`src/rtl/road_request_encoder.sv`:
```
// Sensor front end: turns per-road detector pulses and sirens into one-hot Emergency/Jam/Empty requests.
// Define EMERG_TIMEOUT_EN to add an emergency hold timeout with per-road lockout until the siren drops.
module road_request_encoder #(
    parameter int QW      = 5,
    parameter int JAM_TH  = 12,
    parameter int DEB     = 3,
    parameter int JAM_GAP = 40
`ifdef EMERG_TIMEOUT_EN
    ,
    parameter int EMERG_MAX = 200
`endif
) (
    input  logic            clk,
    input  logic            rst,
    input  logic [3:0]      arrive,
    input  logic [3:0]      depart,
    input  logic [3:0]      siren,
    input  logic [3:0]      lamp_green,
    output logic [3:0]      Emergency,
    output logic [3:0]      Jam,
    output logic [3:0]      Empty,
    output logic [4*QW-1:0] queue_cnt
);
    localparam int DW = (DEB > 1) ? $clog2(DEB) : 1;
    localparam int CW = $clog2(JAM_GAP + 1);

    typedef enum logic {S_IDLE, S_HOLD} emerg_state_t;

    logic [QW-1:0] r_cnt [4];
    logic [DW-1:0] r_deb [4];
    logic [3:0]    r_sir_ok;
    emerg_state_t  r_state;
    logic [1:0]    r_owner;
    logic [CW-1:0] r_cool;
    logic [1:0]    r_ptr;

    logic [3:0]    w_jammed;
    logic [3:0]    w_zero;
    logic [3:0]    w_elig;
    logic [1:0]    w_grant_idx;
    logic          w_jam_found;
    logic [1:0]    w_jam_idx;
    logic          w_jam_issue;
    logic          w_lamp_onehot;

    assign queue_cnt = {r_cnt[3], r_cnt[2], r_cnt[1], r_cnt[0]};

    always_comb begin
        for (int i = 0; i < 4; i++) begin
            w_jammed[i] = (r_cnt[i] >= QW'(JAM_TH));
            w_zero[i]   = (r_cnt[i] == '0);
        end
    end

`ifdef EMERG_TIMEOUT_EN
    localparam int HW = (EMERG_MAX > 1) ? $clog2(EMERG_MAX) : 1;
    logic [HW-1:0] r_hold;
    logic [3:0]    r_lock;
    logic          w_timeout;
    logic [3:0]    w_lock_set;

    assign w_timeout  = (r_state == S_HOLD) && r_sir_ok[r_owner] && (r_hold == HW'(EMERG_MAX - 1));
    assign w_lock_set = w_timeout ? (4'b0001 << r_owner) : 4'b0000;
    assign w_elig     = r_sir_ok & ~r_lock;

    // A timed-out road stays locked until its raw siren is seen low.
    always_ff @(posedge clk or negedge rst) begin
        if (!rst) begin
            r_lock <= '0;
        end else begin
            r_lock <= (r_lock | w_lock_set) & siren;
        end
    end
`else
    assign w_elig = r_sir_ok;
`endif

    // Highest index wins: east > north > west > south.
    always_comb begin
        w_grant_idx = 2'd0;
        for (int i = 0; i < 4; i++) begin
            if (w_elig[i]) w_grant_idx = 2'(i);
        end
    end

    // Round-robin walks east -> north -> west -> south, i.e. descending index with wrap.
    always_comb begin
        w_jam_found = 1'b0;
        w_jam_idx   = r_ptr;
        for (int k = 0; k < 4; k++) begin
            if (!w_jam_found && w_jammed[r_ptr - 2'(k)]) begin
                w_jam_found = 1'b1;
                w_jam_idx   = r_ptr - 2'(k);
            end
        end
    end

    assign w_jam_issue   = w_jam_found && (Emergency == 4'b0000) && (r_cool == '0);
    assign w_lamp_onehot = (lamp_green != 4'b0000) && ((lamp_green & (lamp_green - 4'd1)) == 4'b0000);

    always_ff @(posedge clk or negedge rst) begin
        if (!rst) begin
            for (int i = 0; i < 4; i++) begin
                r_cnt[i] <= '0;
                r_deb[i] <= '0;
            end
            r_sir_ok <= '0;
        end else begin
            for (int i = 0; i < 4; i++) begin
                case ({arrive[i], depart[i]})
                    2'b10:   if (r_cnt[i] != '1) r_cnt[i] <= r_cnt[i] + 1'b1;
                    2'b01:   if (r_cnt[i] != '0) r_cnt[i] <= r_cnt[i] - 1'b1;
                    default: ;
                endcase
                if (!siren[i]) begin
                    r_deb[i]    <= '0;
                    r_sir_ok[i] <= 1'b0;
                end else if (r_deb[i] == DW'(DEB - 1)) begin
                    r_sir_ok[i] <= 1'b1;
                end else begin
                    r_deb[i] <= r_deb[i] + 1'b1;
                end
            end
        end
    end

    always_ff @(posedge clk or negedge rst) begin
        if (!rst) begin
            r_state   <= S_IDLE;
            r_owner   <= 2'd0;
            Emergency <= 4'b0000;
`ifdef EMERG_TIMEOUT_EN
            r_hold    <= '0;
`endif
        end else begin
            case (r_state)
                S_IDLE: begin
                    if (|w_elig) begin
                        r_state   <= S_HOLD;
                        r_owner   <= w_grant_idx;
                        Emergency <= 4'b0001 << w_grant_idx;
`ifdef EMERG_TIMEOUT_EN
                        r_hold    <= '0;
`endif
                    end else begin
                        Emergency <= 4'b0000;
                    end
                end
                S_HOLD: begin
                    if (!r_sir_ok[r_owner]) begin
                        r_state   <= S_IDLE;
                        Emergency <= 4'b0000;
                    end
`ifdef EMERG_TIMEOUT_EN
                    else if (w_timeout) begin
                        r_state   <= S_IDLE;
                        Emergency <= 4'b0000;
                    end else begin
                        r_hold <= r_hold + 1'b1;
                    end
`endif
                end
            endcase
        end
    end

    always_ff @(posedge clk or negedge rst) begin
        if (!rst) begin
            Jam    <= 4'b0000;
            r_cool <= '0;
            r_ptr  <= 2'd3;
            Empty  <= 4'b0000;
        end else begin
            if (w_jam_issue) begin
                Jam    <= 4'b0001 << w_jam_idx;
                r_cool <= CW'(JAM_GAP);
                r_ptr  <= w_jam_idx - 2'd1;
            end else begin
                Jam <= 4'b0000;
                if (r_cool != '0) r_cool <= r_cool - 1'b1;
            end
            if (w_lamp_onehot && (Emergency == 4'b0000) && !w_jam_issue) begin
                Empty <= lamp_green & w_zero;
            end else begin
                Empty <= 4'b0000;
            end
        end
    end
endmodule

```
`config.mk`:
```
export PLATFORM = sky130hd
export DESIGN_NAME = road_request_encoder
export DESIGN_NICKNAME = d
export VERILOG_FILES = /design/src/rtl/road_request_encoder.sv
export SDC_FILE = /design/constraint.sdc
export NUM_CORES = 1
export LEC_CHECK = 0
export ABC_CLOCK_PERIOD_IN_PS = 2400
export BUFFER_PORTS_ARGS = -buffer_cell sky130_fd_sc_hd__buf_2
export CAP_MARGIN = 20
export CORE_MARGIN = 1
export CORE_UTILIZATION = 35
export CTS_CLUSTER_DIAMETER = 30
export CTS_CLUSTER_SIZE = 20
export DETAILED_ROUTE_END_ITERATION = 16
export SYNTH_ARGS = -nofsm -noshare
export SYNTH_HDL_FRONTEND = slang
export SYNTH_SLANG_ARGS = --single-unit
```
`constraint.sdc`:
```
create_clock -name clk -period 2.4 [get_ports clk]
set_input_delay 0.6 -clock clk [delete_from_list [all_inputs] [get_ports clk]]
set_output_delay 0.6 -clock clk [all_outputs]
set_load 0.05 [all_outputs]
```
# Word level (Yosys, flattened, before mapping)
# Cells that the tools add are included.
dict set report word_totals {
  regBits 55
  input_bits 18
  wordCells 178
  output_inout_bits 32
}
dict set report classes {
  add_sub_neg 18
  mux 58
  n_reduce_logical 36
  magnitude_cmp 9
  shifts 2
  n_bitwise 3
  eq_ne 33
}
# op n
set ops {}
lappend ops {{$mux 5} 8}
lappend ops {{$pmux 5 s2} 4}
lappend ops {{$mux 2} 13}
lappend ops {{$ne 2x2->1 const B} 13}
lappend ops {{$add 5x1->5 const B} 4}
lappend ops {{$ge 5x4->1 const B} 4}
lappend ops {{$logic_not 5->1} 4}
lappend ops {{$mux 1} 20}
lappend ops {{$ne 5x5->1 const B} 4}
lappend ops {{$reduce_bool 5->1} 4}
lappend ops {{$sub 5x1->5 const B} 4}
lappend ops {{$eq 2x2->1 const B} 8}
lappend ops {{$mux 4} 4}
lappend ops {{$lt 2x3->1 const B} 5}
lappend ops {{$mux 6} 2}
lappend ops {{$reduce_and 3->1} 4}
lappend ops {{$bmux 1 s2} 5}
lappend ops {{$reduce_bool 2->1} 5}
lappend ops {{$add 2x1->2 const B} 4}
lappend ops {{$and 4x4->4} 2}
lappend ops {{$eq 2x1->1 const B} 4}
lappend ops {{$logic_and 1x1->1} 8}
lappend ops {{$logic_not 4->1} 2}
lappend ops {{$ne 2x1->1 const B} 4}
lappend ops {{14 further kinds} 20}

# Depth between registers and ports, before layout
dict set report logic_depth {
  ltp_word 18
  depth_mapped 9
  ltp_nobuf 9
}

# Worst setup path after synthesis
# Ideal clock, no wire load.
dict set report synth_path {
  kind {input to register}
  from {input arrive[2]}
  to {register r_cnt (netlist bit queue_cnt[14])}
  arrival_time_ps 1932
  path_slack_ps 321
  cell_stages 9
  path_buffers 0
  setup_time_ps 147
  path_cell_list {inv_1 > ha_1 > inv_1 > fa_1 > nand2b_1 > a21oi_1 > xnor2_1 > nor2_1 > xor2_1}
}
dict set report synth_between {
  elab_chain_len 3
  elab_cells_between_ends 7
}
# item line
set synth_rtl {}
lappend synth_rtl {{from (decl)} 15} ;# input logic [3:0] arrive,
lappend synth_rtl {{$eq 2x1->1 or $eq 2x2->1 (tied branches)} 110} ;# case ({arrive[i], depart[i]})
lappend synth_rtl {{$ne 2x2->1 (no line) or $reduce_bool 2->1 (tied branches)} n/a}
lappend synth_rtl {{$reduce_and 3->1 (no line)} n/a}
lappend synth_rtl {{to (signal, indexed assignment)} 104} ;# r_cnt[i] <= '0;
lappend synth_rtl {{to (decl)} 29} ;# logic [QW-1:0] r_cnt [4];
# Parallel ways exist; a longest one is shown, timed or not.
# A chain may end at the register's enable or synchronous reset.

# Worst setup path in the final report
dict set report layout_path {
  from {register r_cnt (netlist bit queue_cnt[17])}
  to {register r_ptr[1]}
}
dict set report layout_between {
  elab_chain_len 15
  elab_cells_between_ends 25
}
# item line
set layout_rtl {}
lappend layout_rtl {{$ge 5x4->1 *} 50} ;# w_jammed[i] = (r_cnt[i] >= QW'(JAM_TH));
lappend layout_rtl {{branches (longest 14 deep; another with $bmux 1 s2)} n/a}
lappend layout_rtl {{to (signal assigned)} 177} ;# r_ptr <= w_jam_idx - 2'd1;
lappend layout_rtl {{to (decl)} 35} ;# logic [1:0] r_ptr;
# Every way passes the cells marked *. The select of a mux whose other input is x is not followed.

==> summary.md <==
| Metric | Value |
|---|---|
| Status | `finished clean` |
| Arr. time, crit path | `2.24 ns` |
| RSZ-0062 raised after global routing | `false` |
| Max-slew violation count | `0` |
| Final period util | `83.2%` |
| Layout cell share with drive strength beyond 1 | `21.0%` |
| First-pass GRT wire length | `9220 um` |
| Syn_nets | `354` |
| Antenna viol nets, final | `0` |
| Cells after synthesis | `309` |
| Die Span Y | `96.5 um` |
| Met1 WL | `2800 um` |
| Setup crit start kind | `register` |
| Cell Area, Synth | `3120 um2` |
| Final setup vio count | `0` |
| Clk_skew | `0.0163 ns` |
| Later-pin clock latency in the skew report | `0.31 ns` |
| Via count | `2307` |
| Fmax | `501 MHz` |
| Asr flop ratio synth | `100%` |
| Port bufs | `49` |
| Width of the die | `96.5 um` |
| Pin count of the biggest net entering global routing | `31` |
| Yosys top cell by area | `dfrtp_1` |
| Cell Pwr Density | `1360 nW/um2` |
| Yosys warns | `0` |
| Hold Slack | `0.303 ns` |
| Crit-path max FO | `7` |
| Placer Congestion | `0.782` |
| Drt pass-1 iters | `4` |
| Area contributors post-synth | `dfrtp_1, ha_1, xnor2_1` |
| Global route overflow | `0` |
| DRC | `0` |
| Req. time, crit path | `2.64 ns` |
| Clk root buf | `clkbuf_8` |
| Final #Nets | `411` |
| Floorplan core area | `8680 um2` |
| Gr usage total | `12.6%` |
| Die area | `9300 um2` |
| CTS buffer count | `5` |
| Vias in the first global route | `2101` |
| Met3 routed WL | `241 um` |
| Area growth syn-to-layout | `15.9%` |
| Worst-case vdd ir drop | `0.615 mV` |
| Worst Setup End Kind | `register` |
| FF+latch count, synth | `55` |
| Max_slew headroom | `58.1%` |
| Hold Crit Class | `input port to async pin` |
| Largest buffer count on any clock path | `2` |
| Hpwl dp | `4280 um` |
| Yosys top cell area share | `42.5%` |
| Worst-Margin Slew | `0.629 ns` |
| Clock-pin transition on the worst setup and hold timing paths | `0.10 ns` |
| Setup CP Type | `register to register` |
| LEAKAGE | `0.00174 uW` |
| CTS sink count | `55` |
| Post-cts gate resize count | `0` |
| CTS tree | `built` |
| Syn Area/Cell | `10.1 um2` |
| Avg Vias per Cell | `4.86` |
| DRT iter0 DRCs | `82` |
| Fin. Hold Viols | `0` |
| Distinct cells, synth | `44` |
| Most frequent cell after synthesis | `dfrtp_1` |
| Row cnt | `34` |
| Synth top cells by count | `dfrtp_1, inv_1, nor2_1` |
| Hold Buf Count CTS | `0` |
| Highest routed layer | `met4` |
| Met2 wire length | `2570 um` |
| Number of synthesized flops with an enable pin | `0` |
| Setup Fix Bufs, Post-CTS | `0` |
| CTS H-tree depth | `2` |
| Setup TNS | `0 ns` |
| Drt wl/cell | `11.9 um` |
| Initial Util | `36.0%` |
| Top Ports | `50` |
| WL final | `5640 um` |
| Initial antenna violation count | `0` |
| Final worst path period need | `2.00 ns` |
| Most used DFF post-synth | `dfrtp_1` |
| Sequential area share after synthesis | `44.2%` |
| Ant. Diodes | `0` |
| Maxcap violations | `0` |
registers in the layout (all words and copies together), names as in the netlist:
name       count
Emergency      4
Empty          4
Jam            4
queue_cnt     20
r_cool         6
r_deb          8
r_owner        2
r_ptr          2
r_sir_ok       4
r_state        1
logic make-up (layout without fill, tap and decap cells):
family / Yosys count / in the layout / share of synthesized area (%)
and+or+nand+nor: 99 / 99 / 16.1
adders and majority gates: 27 / 27 / 11.8
xor gates and xnor gates: 26 / 26 / 7.29
AOI/OAI and AO/OA: 68 / 68 / 14.6
muxes: 5 / 5 / 2.52
buffers and inverters: 29 / 87 / 3.53
DFF: 55 / 55 / 44.2
routing by layer:
layer / vias up / GRT usage (%)
li1: 1170 / -
met1: 1091 / 16.5
met2: 44 / 21.2
met3: 2 / 2.58
met4: 0 / 2.94
met5: - / 0
where the power goes:
part	internal [uW]	total, uW	switching [uW]	leakage, uW
clock network	204	519	314	0.0000402
logic	1010	2670	1660	0.00102
registers	1310	1750	441	0.000681
total	2520	4940	2420	0.00174
final timing paths:
kind	depth (start not counted)	from	to	slack, ns
setup / recovery	7	queue_cnt[17]$_DFFE_PN0P_	r_ptr[1]$_DFFE_PN1P_	0.40
hold / removal	1	rst	Jam[3]$_DFF_PN0_	0.30
setup reg to reg	7	queue_cnt[17]$_DFFE_PN0P_	r_ptr[1]$_DFFE_PN1P_	0.40
hold reg to reg	2	r_cool[1]$_DFFE_PN0P_	r_cool[1]$_DFFE_PN0P_	0.53
max in group asynchronous	2	rst	queue_cnt[3]$_DFFE_PN0P_	1.51
min in group clk	2	siren[3]	r_deb[1]$_DFFE_PN0P_	0.52
worst max-delay path, stage by stage (launching register included):
cell      delay (ns)
dfrtp_1         0.46
a21o_1          0.23
nand3b_1        0.11
o21ai_0         0.10
a211oi_1        0.47
inv_1           0.13
ha_1            0.31
a21oi_1         0.12
through the flow:
stage               util, %  power [uW]  area, um2  worst slack, ns  std cells
floorplan                 -        3830       3120            0.321        309
detailed placement     40.7        4460       3530            0.190        467
CTS                    41.7        5000       3620            0.392        475
finish                 41.7        4940       3620            0.403        475
global route           41.7        5400       3620            0.192        475
global placement       40.7        4400       3530            0.207        467
cells in the final DEF (no fill, tap or decap), types with 6 or more instances in the layout:
master    count
ha_1         23
o21ai_0      20
nand2b_1      9
and2_1       12
xor2_1        7
xnor2_1      19
buf_2        49
nor2_1       26
a21oi_1      20
nand2_1      23
inv_1        27
dfrtp_1      53
a21o_1        6
final cells by class:
cell class / instances / area (um2)
clock buffers: 5 / 68.8
clock inverters: 3 / 20.0
fillers: 868 / 5060
inverters: 27 / 101
multi-input cells: 225 / 1630
flip-flops and latches: 55 / 1380
well taps: 108 / 135
repair buffers: 52 / 280
Note: power is estimated with default switching activity, not from simulation.
